### config.mk
export PLATFORM = sky130hd
export DESIGN_NAME = ex_stage_param
export DESIGN_NICKNAME = d
export VERILOG_FILES = /design/src/rtl/ex_stage_param.sv
export SDC_FILE = /design/constraint.sdc
export NUM_CORES = 1
export LEC_CHECK = 0
export CORE_ASPECT_RATIO = 1.75
export CORE_MARGIN = 3
export CORE_UTILIZATION = 39
export DETAILED_ROUTE_END_ITERATION = 16
export GPL_TIMING_DRIVEN = 0
export SETUP_SLACK_MARGIN = 0.1
export SLEW_MARGIN = 20
export SYNTH_ARGS = -nofsm -noshare
export SYNTH_HDL_FRONTEND = slang
export SYNTH_SLANG_ARGS = --single-unit
### constraint.sdc
create_clock -name clk -period 8.9 [get_ports clk]
set_input_delay 0.89 -clock clk [delete_from_list [all_inputs] [get_ports clk]]
set_output_delay 0.89 -clock clk [all_outputs]
set_load 0.01 [all_outputs]
### src/rtl/ex_stage_param.sv
// Parametrised execute stage with EX/MEM pipeline register, flag bypass and shifter.
// Define EX_MUL_EN to build the iterative shift-add multiplier (alu_ctrl 3'b001).

module ex_stage_param #(
    parameter int WIDTH  = 64,
    parameter int REG_AW = 5,
    localparam int SHW   = $clog2(WIDTH)
) (
    input  logic              clk,
    input  logic              reset,
    input  logic              valid_in,
    input  logic [WIDTH-1:0]  d1,
    input  logic [WIDTH-1:0]  d2,
    input  logic [WIDTH-1:0]  mem_in,
    input  logic [SHW-1:0]    shamt,
    input  logic              shift_dir,
    input  logic              shift_sel,
    input  logic [2:0]        alu_ctrl,
    input  logic              flag_en,
    input  logic [REG_AW-1:0] wr_reg_in,
    input  logic              mem_write_in,
    input  logic              mem_read_in,
    input  logic              mem_to_reg_in,
    input  logic              reg_write_in,
    input  logic              stall,
    input  logic              flush,
    output logic [WIDTH-1:0]  exec_out,
    output logic [WIDTH-1:0]  mem_out,
    output logic [REG_AW-1:0] wr_reg_out,
    output logic              mem_write_out,
    output logic              mem_read_out,
    output logic              mem_to_reg_out,
    output logic              reg_write_out,
    output logic              valid_out,
    output logic [WIDTH-1:0]  exec_fwd,
    output logic [REG_AW-1:0] wr_reg_fwd,
    output logic              flag_n,
    output logic              flag_z,
    output logic              flag_v,
    output logic              flag_c,
    output logic              cond_n,
    output logic              cond_v,
    output logic              ex_busy
);

    logic [WIDTH-1:0]  w_alu, w_shift, w_exec, w_prod;
    logic [WIDTH:0]    w_sum, w_dif;
    logic              w_alu_c, w_alu_v, w_new_c, w_new_v;
    logic              w_busy, w_mul_done;
    logic [WIDTH-1:0]  r_exec, r_mem;
    logic [REG_AW-1:0] r_wr;
    logic              r_mw, r_mr, r_m2r, r_rw, r_valid;
    logic              r_n, r_z, r_v, r_c;

    assign w_sum = {1'b0, d1} + {1'b0, d2};
    assign w_dif = {1'b0, d1} - {1'b0, d2};

    // ALU; subtract carry uses the no-borrow convention
    always_comb begin
        w_alu   = {WIDTH{1'b0}};
        w_alu_c = 1'b0;
        w_alu_v = 1'b0;
        case (alu_ctrl)
            3'b000: w_alu = d2;
            3'b010: begin
                w_alu   = w_sum[WIDTH-1:0];
                w_alu_c = w_sum[WIDTH];
                w_alu_v = (d1[WIDTH-1] == d2[WIDTH-1]) && (w_sum[WIDTH-1] != d1[WIDTH-1]);
            end
            3'b011: begin
                w_alu   = w_dif[WIDTH-1:0];
                w_alu_c = ~w_dif[WIDTH];
                w_alu_v = (d1[WIDTH-1] != d2[WIDTH-1]) && (w_dif[WIDTH-1] != d1[WIDTH-1]);
            end
            3'b100:  w_alu = d1 & d2;
            3'b101:  w_alu = d1 | d2;
            3'b110:  w_alu = d1 ^ d2;
            default: w_alu = {WIDTH{1'b0}};
        endcase
    end

    assign w_shift = shift_dir ? (d1 << shamt) : (d1 >> shamt);

    // Result source: finished product, shifter or ALU
    always_comb begin
        if (w_mul_done) begin
            w_exec  = w_prod;
            w_new_c = 1'b0;
            w_new_v = 1'b0;
        end else if (shift_sel) begin
            w_exec  = w_shift;
            w_new_c = 1'b0;
            w_new_v = 1'b0;
        end else begin
            w_exec  = w_alu;
            w_new_c = w_alu_c;
            w_new_v = w_alu_v;
        end
    end

`ifdef EX_MUL_EN
    typedef enum logic [1:0] {S_IDLE = 2'd0, S_MUL = 2'd1, S_DONE = 2'd2} state_t;
    state_t           r_state, w_next;
    logic [WIDTH-1:0] r_mcand, r_mplier, r_prod;
    logic [SHW-1:0]   r_cnt;
    logic             w_start;

    assign w_start = valid_in && (alu_ctrl == 3'b001) && !flush;

    // Multiplier state register
    always_ff @(posedge clk) begin
        if (reset) r_state <= S_IDLE;
        else       r_state <= w_next;
    end

    // Multiplier next state; DONE waits out a downstream stall so the product is not lost
    always_comb begin
        w_next = r_state;
        case (r_state)
            S_IDLE:  if (w_start) w_next = S_MUL; else w_next = S_IDLE;
            S_MUL:   if (flush) w_next = S_IDLE;
                     else if (r_cnt == SHW'(WIDTH - 1)) w_next = S_DONE;
                     else w_next = S_MUL;
            S_DONE:  if (flush || !stall) w_next = S_IDLE; else w_next = S_DONE;
            default: w_next = S_IDLE;
        endcase
    end

    // Multiplier outputs
    always_comb begin
        w_busy     = 1'b0;
        w_mul_done = 1'b0;
        case (r_state)
            S_IDLE:  w_busy = w_start;
            S_MUL:   w_busy = 1'b1;
            S_DONE:  w_mul_done = 1'b1;
            default: w_busy = 1'b0;
        endcase
    end

    // Shift-add datapath: one multiplier bit per MUL cycle
    always_ff @(posedge clk) begin
        if (reset) begin
            r_mcand  <= {WIDTH{1'b0}};
            r_mplier <= {WIDTH{1'b0}};
            r_prod   <= {WIDTH{1'b0}};
            r_cnt    <= {SHW{1'b0}};
        end else if (r_state == S_IDLE && w_start) begin
            r_mcand  <= d1;
            r_mplier <= d2;
            r_prod   <= {WIDTH{1'b0}};
            r_cnt    <= {SHW{1'b0}};
        end else if (r_state == S_MUL) begin
            r_prod   <= r_prod + (r_mplier[0] ? r_mcand : {WIDTH{1'b0}});
            r_mcand  <= r_mcand << 1;
            r_mplier <= r_mplier >> 1;
            r_cnt    <= r_cnt + {{(SHW-1){1'b0}}, 1'b1};
        end
    end

    assign w_prod = r_prod;
`else
    assign w_busy     = 1'b0;
    assign w_mul_done = 1'b0;
    assign w_prod     = {WIDTH{1'b0}};
`endif

    // EX/MEM register and flags: reset > flush > hold > capture
    always_ff @(posedge clk) begin
        if (reset) begin
            r_exec <= {WIDTH{1'b0}};
            r_mem  <= {WIDTH{1'b0}};
            r_wr   <= {REG_AW{1'b0}};
            r_mw   <= 1'b0;
            r_mr   <= 1'b0;
            r_m2r  <= 1'b0;
            r_rw   <= 1'b0;
            r_valid <= 1'b0;
            r_n <= 1'b0;
            r_z <= 1'b0;
            r_v <= 1'b0;
            r_c <= 1'b0;
        end else if (flush) begin
            r_exec <= {WIDTH{1'b0}};
            r_mem  <= {WIDTH{1'b0}};
            r_wr   <= {REG_AW{1'b0}};
            r_mw   <= 1'b0;
            r_mr   <= 1'b0;
            r_m2r  <= 1'b0;
            r_rw   <= 1'b0;
            r_valid <= 1'b0;
        end else if (!(stall || w_busy)) begin
            r_exec  <= w_exec;
            r_mem   <= mem_in;
            r_wr    <= wr_reg_in;
            r_mw    <= mem_write_in;
            r_mr    <= mem_read_in;
            r_m2r   <= mem_to_reg_in;
            r_rw    <= reg_write_in;
            r_valid <= valid_in;
            if (valid_in && flag_en) begin
                r_n <= w_exec[WIDTH-1];
                r_z <= (w_exec == {WIDTH{1'b0}});
                r_v <= w_new_v;
                r_c <= w_new_c;
            end
        end
    end

    assign exec_out       = r_exec;
    assign mem_out        = r_mem;
    assign wr_reg_out     = r_wr;
    assign mem_write_out  = r_mw;
    assign mem_read_out   = r_mr;
    assign mem_to_reg_out = r_m2r;
    assign reg_write_out  = r_rw;
    assign valid_out      = r_valid;
    assign flag_n         = r_n;
    assign flag_z         = r_z;
    assign flag_v         = r_v;
    assign flag_c         = r_c;
    assign exec_fwd       = w_exec;
    assign wr_reg_fwd     = (valid_in && reg_write_in) ? wr_reg_in : {REG_AW{1'b0}};
    assign cond_n         = (flag_en && valid_in) ? w_exec[WIDTH-1] : r_n;
    assign cond_v         = (flag_en && valid_in) ? w_new_v : r_v;
    assign ex_busy        = w_busy;

endmodule

==> insert_results.sql, run 1 <==
INSERT INTO impl_metrics (metric_group, metric, value, unit) VALUES
('clocking', 'clock-root-buffer', 'sky130_fd_sc_hd__clkbuf_16', ''),
('yosys', 'synth-seq-area-share', '0.0944', ''),
('floorplan', 'die_h', '374', 'um'),
('clocking', 'ctsHtreeMaxLevel', '4', ''),
('floorplan', 'chipWidth', '216', 'um'),
('global_routing', 'grt_max_degree', '17', ''),
('yosys', 'syn-num-nets', '4451', ''),
('floorplan', 'number_of_standard_cell_rows_in_the_floorplan', '134', ''),
('placed_design', 'port_buffers', '428', ''),
('clocking', 'numCtsBuffers', '17', ''),
('global_routing', 'grt_pass1_vias', '45009', ''),
('clocking', 'cts.sink_count', '142', ''),
('yosys', 'postSynth.topFlopCell', 'sky130_fd_sc_hd__dfxtp_1', ''),
('run_status', 'run_status', 'aborted with a tool error', ''),
('placed_design', 'gp_congestion', '1.21', ''),
('run_status', 'first_error', '[ERROR GRT-0116] Global routing finished with congestion. Check the congestion regions in the DRC Viewer.', ''),
('global_routing', 'grt_first_pass_wirelength', '394000', 'um'),
('run_status', 'failing_step', 'global routing', ''),
('yosys', 'post_synth.cell_area_avg', '7.49', 'um2'),
('yosys', 'yosys_warnings', '0', ''),
('yosys', 'asr_flop_ratio_synth', '0', ''),
('global_routing', 'grt_overflow_total', '61', ''),
('placed_design', 'dp_hpwl', '210000', 'um'),
('global_routing', 'track_usage', '0.693', ''),
('clocking', 'clockBufferDepth', '2', ''),
('floorplan', 'io_pins', '432', ''),
('floorplan', 'floorplan.initialDensity', '0.394', ''),
('yosys', 'synth_cell_types', '98', ''),
('yosys', 'netlist_instances', '4022', ''),
('yosys', 'post_synth_instance_area', '0.0301', 'mm2'),
('clocking', 'cts_hold_repair.buffers', '0', ''),
('yosys', 'register_bit_total_from_synthesis', '142', ''),
('yosys', 'number_of_synthesized_flops_with_an_enable_pin', '0', '');
==> cell families after synthesis <==
logic type | share of synthesized area
adders and majority gates | 0.0882
AOI/OAI and AO/OA | 0.293
buffers and inverters | 0.0851
and+or+nand+nor | 0.186
other | 0.000125
muxes | 0.245
xor gates and xnor gates | 0.00844
DFF | 0.0944
==> routing by layer <==
metal  GRT overflow  track usage
met1              0        0.698
met2             32        0.878
met3              0        0.482
met4             29        0.725
met5              0        0.185
==> per-stage QoR <==
stage | setup slack, ps | cells | cell area [um2]
after detailed placement | -211 | 5493 | 36100
after CTS | 262 | 5527 | 36600
after floorplan | 3530 | 4022 | 30100
after global placement | -940 | 5470 | 35700
==> Yosys cell counts (13+ instances only) <==
cell / count / area, um2
sky130_fd_sc_hd__o22ai_1: 70 / 438
sky130_fd_sc_hd__o22a_1: 13 / 114
sky130_fd_sc_hd__o221ai_1: 38 / 333
sky130_fd_sc_hd__and3_1: 20 / 125
sky130_fd_sc_hd__or2_2: 19 / 119
sky130_fd_sc_hd__o21bai_1: 28 / 210
sky130_fd_sc_hd__ha_1: 209 / 2620
sky130_fd_sc_hd__or3_1: 21 / 131
sky130_fd_sc_hd__a221o_1: 18 / 180
sky130_fd_sc_hd__nand4_1: 44 / 275
sky130_fd_sc_hd__mux4_2: 160 / 3600
sky130_fd_sc_hd__o31a_1: 14 / 123
sky130_fd_sc_hd__a211oi_1: 59 / 443
sky130_fd_sc_hd__o21ai_0: 189 / 946
sky130_fd_sc_hd__buf_2: 55 / 275
sky130_fd_sc_hd__nand3_1: 72 / 360
sky130_fd_sc_hd__clkbuf_1: 246 / 923
sky130_fd_sc_hd__nand2_1: 302 / 1130
sky130_fd_sc_hd__nor3_1: 100 / 500
sky130_fd_sc_hd__o31ai_1: 45 / 338
sky130_fd_sc_hd__buf_1: 45 / 169
sky130_fd_sc_hd__nand2b_1: 35 / 219
sky130_fd_sc_hd__mux2_2: 83 / 935
sky130_fd_sc_hd__o21a_1: 29 / 218
sky130_fd_sc_hd__a221oi_1: 41 / 359
sky130_fd_sc_hd__xnor2_1: 27 / 236
sky130_fd_sc_hd__and2_1: 18 / 113
sky130_fd_sc_hd__a21oi_1: 315 / 1580
sky130_fd_sc_hd__a211o_1: 18 / 158
sky130_fd_sc_hd__inv_1: 222 / 833
sky130_fd_sc_hd__a22oi_1: 62 / 465
sky130_fd_sc_hd__nor2_1: 476 / 1790
sky130_fd_sc_hd__a2111oi_0: 16 / 140
sky130_fd_sc_hd__mux2i_1: 269 / 2690
sky130_fd_sc_hd__buf_4: 24 / 180
sky130_fd_sc_hd__a21o_1: 40 / 300
sky130_fd_sc_hd__dfxtp_1: 142 / 2840
sky130_fd_sc_hd__a31oi_1: 45 / 282
sky130_fd_sc_hd__or4_1: 15 / 113
sky130_fd_sc_hd__nor4_1: 28 / 175
sky130_fd_sc_hd__a22o_1: 13 / 114
sky130_fd_sc_hd__o211ai_1: 67 / 503
sky130_fd_sc_hd__nor2b_1: 39 / 244
==> repair_timing <==
action / 4_1_cts
setup endpoints to repair: 6
pin swaps: 1
resized for setup: 2
buffers inserted: 2
==> inputs of run 2 (changes only) <==
- CORE_ASPECT_RATIO: 1.75 -> not set
- CORE_UTILIZATION: 39 -> 24
- PLACE_DENSITY_LB_ADDON: not set -> 0.15
- SETUP_SLACK_MARGIN: 0.1 -> not set
==> run 2 against run 1 <==
The flow now finishes, with violations (negative setup slack). Synthesized area did not move. Synthesized cell count did not move.
==> insert_results.sql, run 2 <==
INSERT INTO impl_metrics (metric_group, metric, value, unit) VALUES
('run_status', 'run_status', 'complete, but fails checks', ''),
('run_status', 'violations', 'negative setup slack', ''),
('clocking', 'clk_latency', '470', 'ps'),
('hold_path', 'hold_class', 'flip-flop to flip-flop', ''),
('power_and_ir_drop', 'p_clk_frac', '0.173', ''),
('critical_path', 'depth_of_the_worst_register_to_register_path', '2', ''),
('finish', 'synthToLayoutAreaGrowth', '25.0', '%'),
('finish', 'n_fill_cell', '13564', ''),
('yosys', 'register_bit_total_from_synthesis', '142', ''),
('critical_path', 'worst-path-max-fanout', '10', ''),
('floorplan', 'die_h', '360', 'um'),
('yosys', 'postSynth.topFlopCell', 'sky130_fd_sc_hd__dfxtp_1', ''),
('route', 'drt_iter0_drc', '6608', ''),
('critical_path', 'reg2reg_from', 'exec_out[31]$_SDFFE_PP0N_', ''),
('power_and_ir_drop', 'static-leakage-power', '14.5', 'nW'),
('yosys', 'post_synth.cell_area_avg', '7.49', 'um2'),
('power_and_ir_drop', 'fin_total_pwr', '4.48', 'mW'),
('sta', 'setup_slack', '-187', 'ps'),
('floorplan', 'number_of_standard_cell_rows_in_the_floorplan', '129', ''),
('route', 'dr.pass1.iters', '9', ''),
('critical_path', 'rr_endpoint', 'exec_out[31]$_SDFFE_PP0N_', ''),
('power_and_ir_drop', 'netSwitchingFraction', '0.570', ''),
('clocking', 'ctsHtreeMaxLevel', '4', ''),
('yosys', 'yosys_warnings', '0', ''),
('clocking', 'numCtsBuffers', '17', ''),
('hold_path', 'hold_path.startpoint', 'flag_c$_SDFFE_PP0P_', ''),
('clocking', 'cts.reportedPaths.clkPinSlew', '80', 'ps'),
('route', 'detailroute.via_count', '41508', ''),
('yosys', 'leading_post_synthesis_cells_by_instance_count', '476 x sky130_fd_sc_hd__nor2_1, 315 x sky130_fd_sc_hd__a21oi_1, 302 x sky130_fd_sc_hd__nand2_1', ''),
('global_routing', 'grt_max_degree', '20', ''),
('global_routing', 'grt_first_pass_wirelength', '390000', 'um'),
('clocking', 'cts_tree', 'done', ''),
('yosys', 'synth_top_cells_by_area', 'sky130_fd_sc_hd__mux4_2 12%, sky130_fd_sc_hd__dfxtp_1 9.4%, sky130_fd_sc_hd__mux2i_1 8.9%, sky130_fd_sc_hd__ha_1 8.7%, sky130_fd_sc_hd__nor2_1 5.9%', ''),
('hold_path', 'hold_depth', '2', ''),
('sta', 'fin_crit', '9090', 'ps'),
('finish', 'layout_commonest_cell', 'sky130_fd_sc_hd__nor2_1', ''),
('finish', 'finish.net_count', '4925', ''),
('global_routing', 'grt_overflow_total', '0', ''),
('critical_path', 'critPathArrivalTime', '9470', 'ps'),
('yosys', 'synth_cell_types', '98', ''),
('finish', 'commonest_non_fill_non_tap_cells_in_the_layout', '468 x sky130_fd_sc_hd__nor2_1, 421 x sky130_fd_sc_hd__clkdlybuf4s50_1, 314 x sky130_fd_sc_hd__a21oi_1', ''),
('yosys', 'post_synth_instance_area', '0.0301', 'mm2'),
('yosys', 'number_of_synthesized_flops_with_an_enable_pin', '0', ''),
('critical_path', 'worstSetupPathType', 'input pin to flip-flop', ''),
('sta', 'max_clk_rate', '110', 'MHz'),
('yosys', 'netlist_instances', '4022', ''),
('placed_design', 'gp_congestion', '1.07', ''),
('sta', 'clock_skew', '0', 'ps'),
('floorplan', 'core', '0.124', 'mm2'),
('floorplan', 'floorplan.initialDensity', '0.243', ''),
('placed_design', 'port_buffers', '428', ''),
('clocking', 'cts_hold_repair.buffers', '0', ''),
('power_and_ir_drop', 'internal_power', '1.93', 'mW'),
('sta', 'setup_viol', '9', ''),
('power_and_ir_drop', 'worst_ir_drop_vdd', '133', 'uV'),
('yosys', 'synth-seq-area-share', '0.0944', ''),
('clocking', 'clockBufferDepth', '2', ''),
('floorplan', 'chipWidth', '360', 'um'),
('sta', 'final_max_slew_viol_count', '0', ''),
('route', 'detail_route.drc_violations', '0', ''),
('flow_run', 'cap_violations', '0', ''),
('yosys', 'synth_top_cell_area_share', '0.120', ''),
('global_routing', 'track_usage', '0.446', ''),
('power_and_ir_drop', 'power.density_cell_area', '119', 'mW/mm2'),
('sta', 'unrepaired_setup_endpoints_after_global_routing', 'true', ''),
('critical_path', 'required', '9290', 'ps'),
('clocking', 'cts.sink_count', '142', ''),
('finish', 'layout-drive-gt1-share', '0.120', ''),
('placed_design', 'dp_hpwl', '249000', 'um'),
('route', 'post_drt_wl_per_cell', '49.3', 'um'),
('critical_path', 'critPathLaunchType', 'input pin', ''),
('critical_path', 'r2r_setup_slk', '8110', 'ps'),
('yosys', 'asr_flop_ratio_synth', '0', ''),
('route', 'count_of_nets_left_with_antenna_violations_after_detail_routing', '0', ''),
('floorplan', 'die_footprint', '0.130', 'mm2'),
('sta', 'slew_hr', '0.0771', ''),
('sta', 'finalCritPeriodShare', '1.02', ''),
('power_and_ir_drop', 'netSwitchingPower', '2.56', 'mW'),
('floorplan', 'io_pins', '432', ''),
('sta', 'totalNegativeSetupSlack', '-617', 'ps'),
('sta', 'tightestPinTransition', '1350', 'ps'),
('finish', 'fin_util', '0.303', ''),
('power_and_ir_drop', 'share_comb_of_total_power', '0.678', ''),
('sta', 'finalHoldViolCount', '0', ''),
('global_routing', 'antenna_violations_before_repair', '29', ''),
('yosys', 'synth_area_leader_cell', 'sky130_fd_sc_hd__mux4_2', ''),
('route', 'wl', '304000', 'um'),
('power_and_ir_drop', 'pwr-share-seq', '0.149', ''),
('critical_path', 'cp_capture_type', 'flip-flop', ''),
('route', 'via_per_inst', '6.73', ''),
('clocking', 'clock-root-buffer', 'sky130_fd_sc_hd__clkbuf_16', ''),
('global_routing', 'grt_pass1_vias', '38418', ''),
('yosys', 'syn-num-nets', '4451', ''),
('hold_path', 'whs_endpoint', 'flag_c$_SDFFE_PP0P_', ''),
('yosys', 'yosysMostFrequentCell', 'sky130_fd_sc_hd__nor2_1', '');
## run 2: cell counts after synthesis
No cell type changed its count.
## run 2: metrics by stage
stage	area (um2)	setup slack [ps]	instances	hold slack, ps
2_1_floorplan	30100	3530	4022	470
3_3_place_gp	36400	-1900	6087	445
3_5_place_dp	36900	-432	6109	444
4_1_cts	37500	0.516	6143	454
5_1_grt	37600	-17.2	6147	499
6_report	37600	-187	6166	456
## run 2: power groups by stage
stage                     clock network, mW  registers [mW]  logic (mW)
after floorplan                           0           0.692        1.32
after global placement                    0           0.683        2.86
after detailed placement                  0           0.684        2.84
after CTS                             0.784           0.669        2.86
after global routing                  0.810           0.672        3.02
final                                 0.773           0.670        3.04
## run 2: worst max-delay path, stage by stage
cell	delay [ps]
sky130_fd_sc_hd__clkdlybuf4s50_1	740
sky130_fd_sc_hd__buf_6	280
sky130_fd_sc_hd__buf_12	170
sky130_fd_sc_hd__buf_6	240
sky130_fd_sc_hd__buf_6	260
sky130_fd_sc_hd__buf_2	500
sky130_fd_sc_hd__buf_2	520
sky130_fd_sc_hd__buf_2	530
sky130_fd_sc_hd__mux2i_1	460
sky130_fd_sc_hd__mux2i_1	360
sky130_fd_sc_hd__a21oi_1	560
sky130_fd_sc_hd__o21ai_0	200
sky130_fd_sc_hd__o21ai_1	910
sky130_fd_sc_hd__o211ai_1	420
sky130_fd_sc_hd__buf_4	320
sky130_fd_sc_hd__nor4_1	270
sky130_fd_sc_hd__nor4b_1	570
sky130_fd_sc_hd__and4b_1	290
sky130_fd_sc_hd__nand4_1	160
sky130_fd_sc_hd__or4_1	550
sky130_fd_sc_hd__o41ai_2	200
## run 2: final cells by class
class / instances / area, um2 / area share
Clock buffer: 17 / 425 / 0.0113
Tap cell: 1637 / 2050 / 0.0544
Antenna cell: 20 / 50.0 / 0.00133
Clock inverter: 15 / 170 / 0.00452
Sequential cell: 142 / 2840 / 0.0755
Timing Repair Buffer: 456 / 4530 / 0.120
Buffer: 383 / 1760 / 0.0468
Multi-Input combinational cell: 3269 / 25000 / 0.663
Inverter: 227 / 856 / 0.0227
## run 2: how the worst max path moves through the flow
stage	start	endpoint	slack, ps	cells past startpoint
after CTS	d1[27]	exec_fwd[57]	0.5	17
final	shamt[1]	flag_z$_SDFFE_PP0P_	-190	21
after detailed placement	d1[23]	cond_v	-430	16
after global routing	d1[28]	cond_n	-20	18
after global placement	shamt[2]	flag_z$_SDFFE_PP0P_	-1900	18
after floorplan	d1[34]	cond_n	3530	16
## run 2: timing repair
item,4_1_cts,5_1_grt
gates resized for setup,2,18
endpoints found under the setup margin,10,13
pin swaps,2,0
setup buffers,3,0
hold endpoints to repair,0,0
## run 2: per-layer routing
metal / GRT usage / vias to the layer above / wire, um
met5: 0 / - / 80
met3: 0.132 / 914 / 32500
met1: 0.561 / 21033 / 120000
met4: 0.301 / 14 / 25700
met2: 0.658 / 3383 / 126000
li1: - / 16164 / -
## run 2: cell families (layout without fill, tap and decap cells)
kind of cell,count (synthesis),after routing,share of synthesized area
XOR/XNOR,29,29,0.00844
multiplexers,518,518,0.245
adder cells (fa/ha/maj),211,211,0.0882
AO/OA/AOI/OAI,1285,1285,0.293
AND/OR/NAND/NOR,1225,1225,0.186
flip-flops,142,142,0.0944
other,1,21,0.000125
buffers and inverters,611,1098,0.0851
No activity file was read; power rests on OpenSTA's default activity.
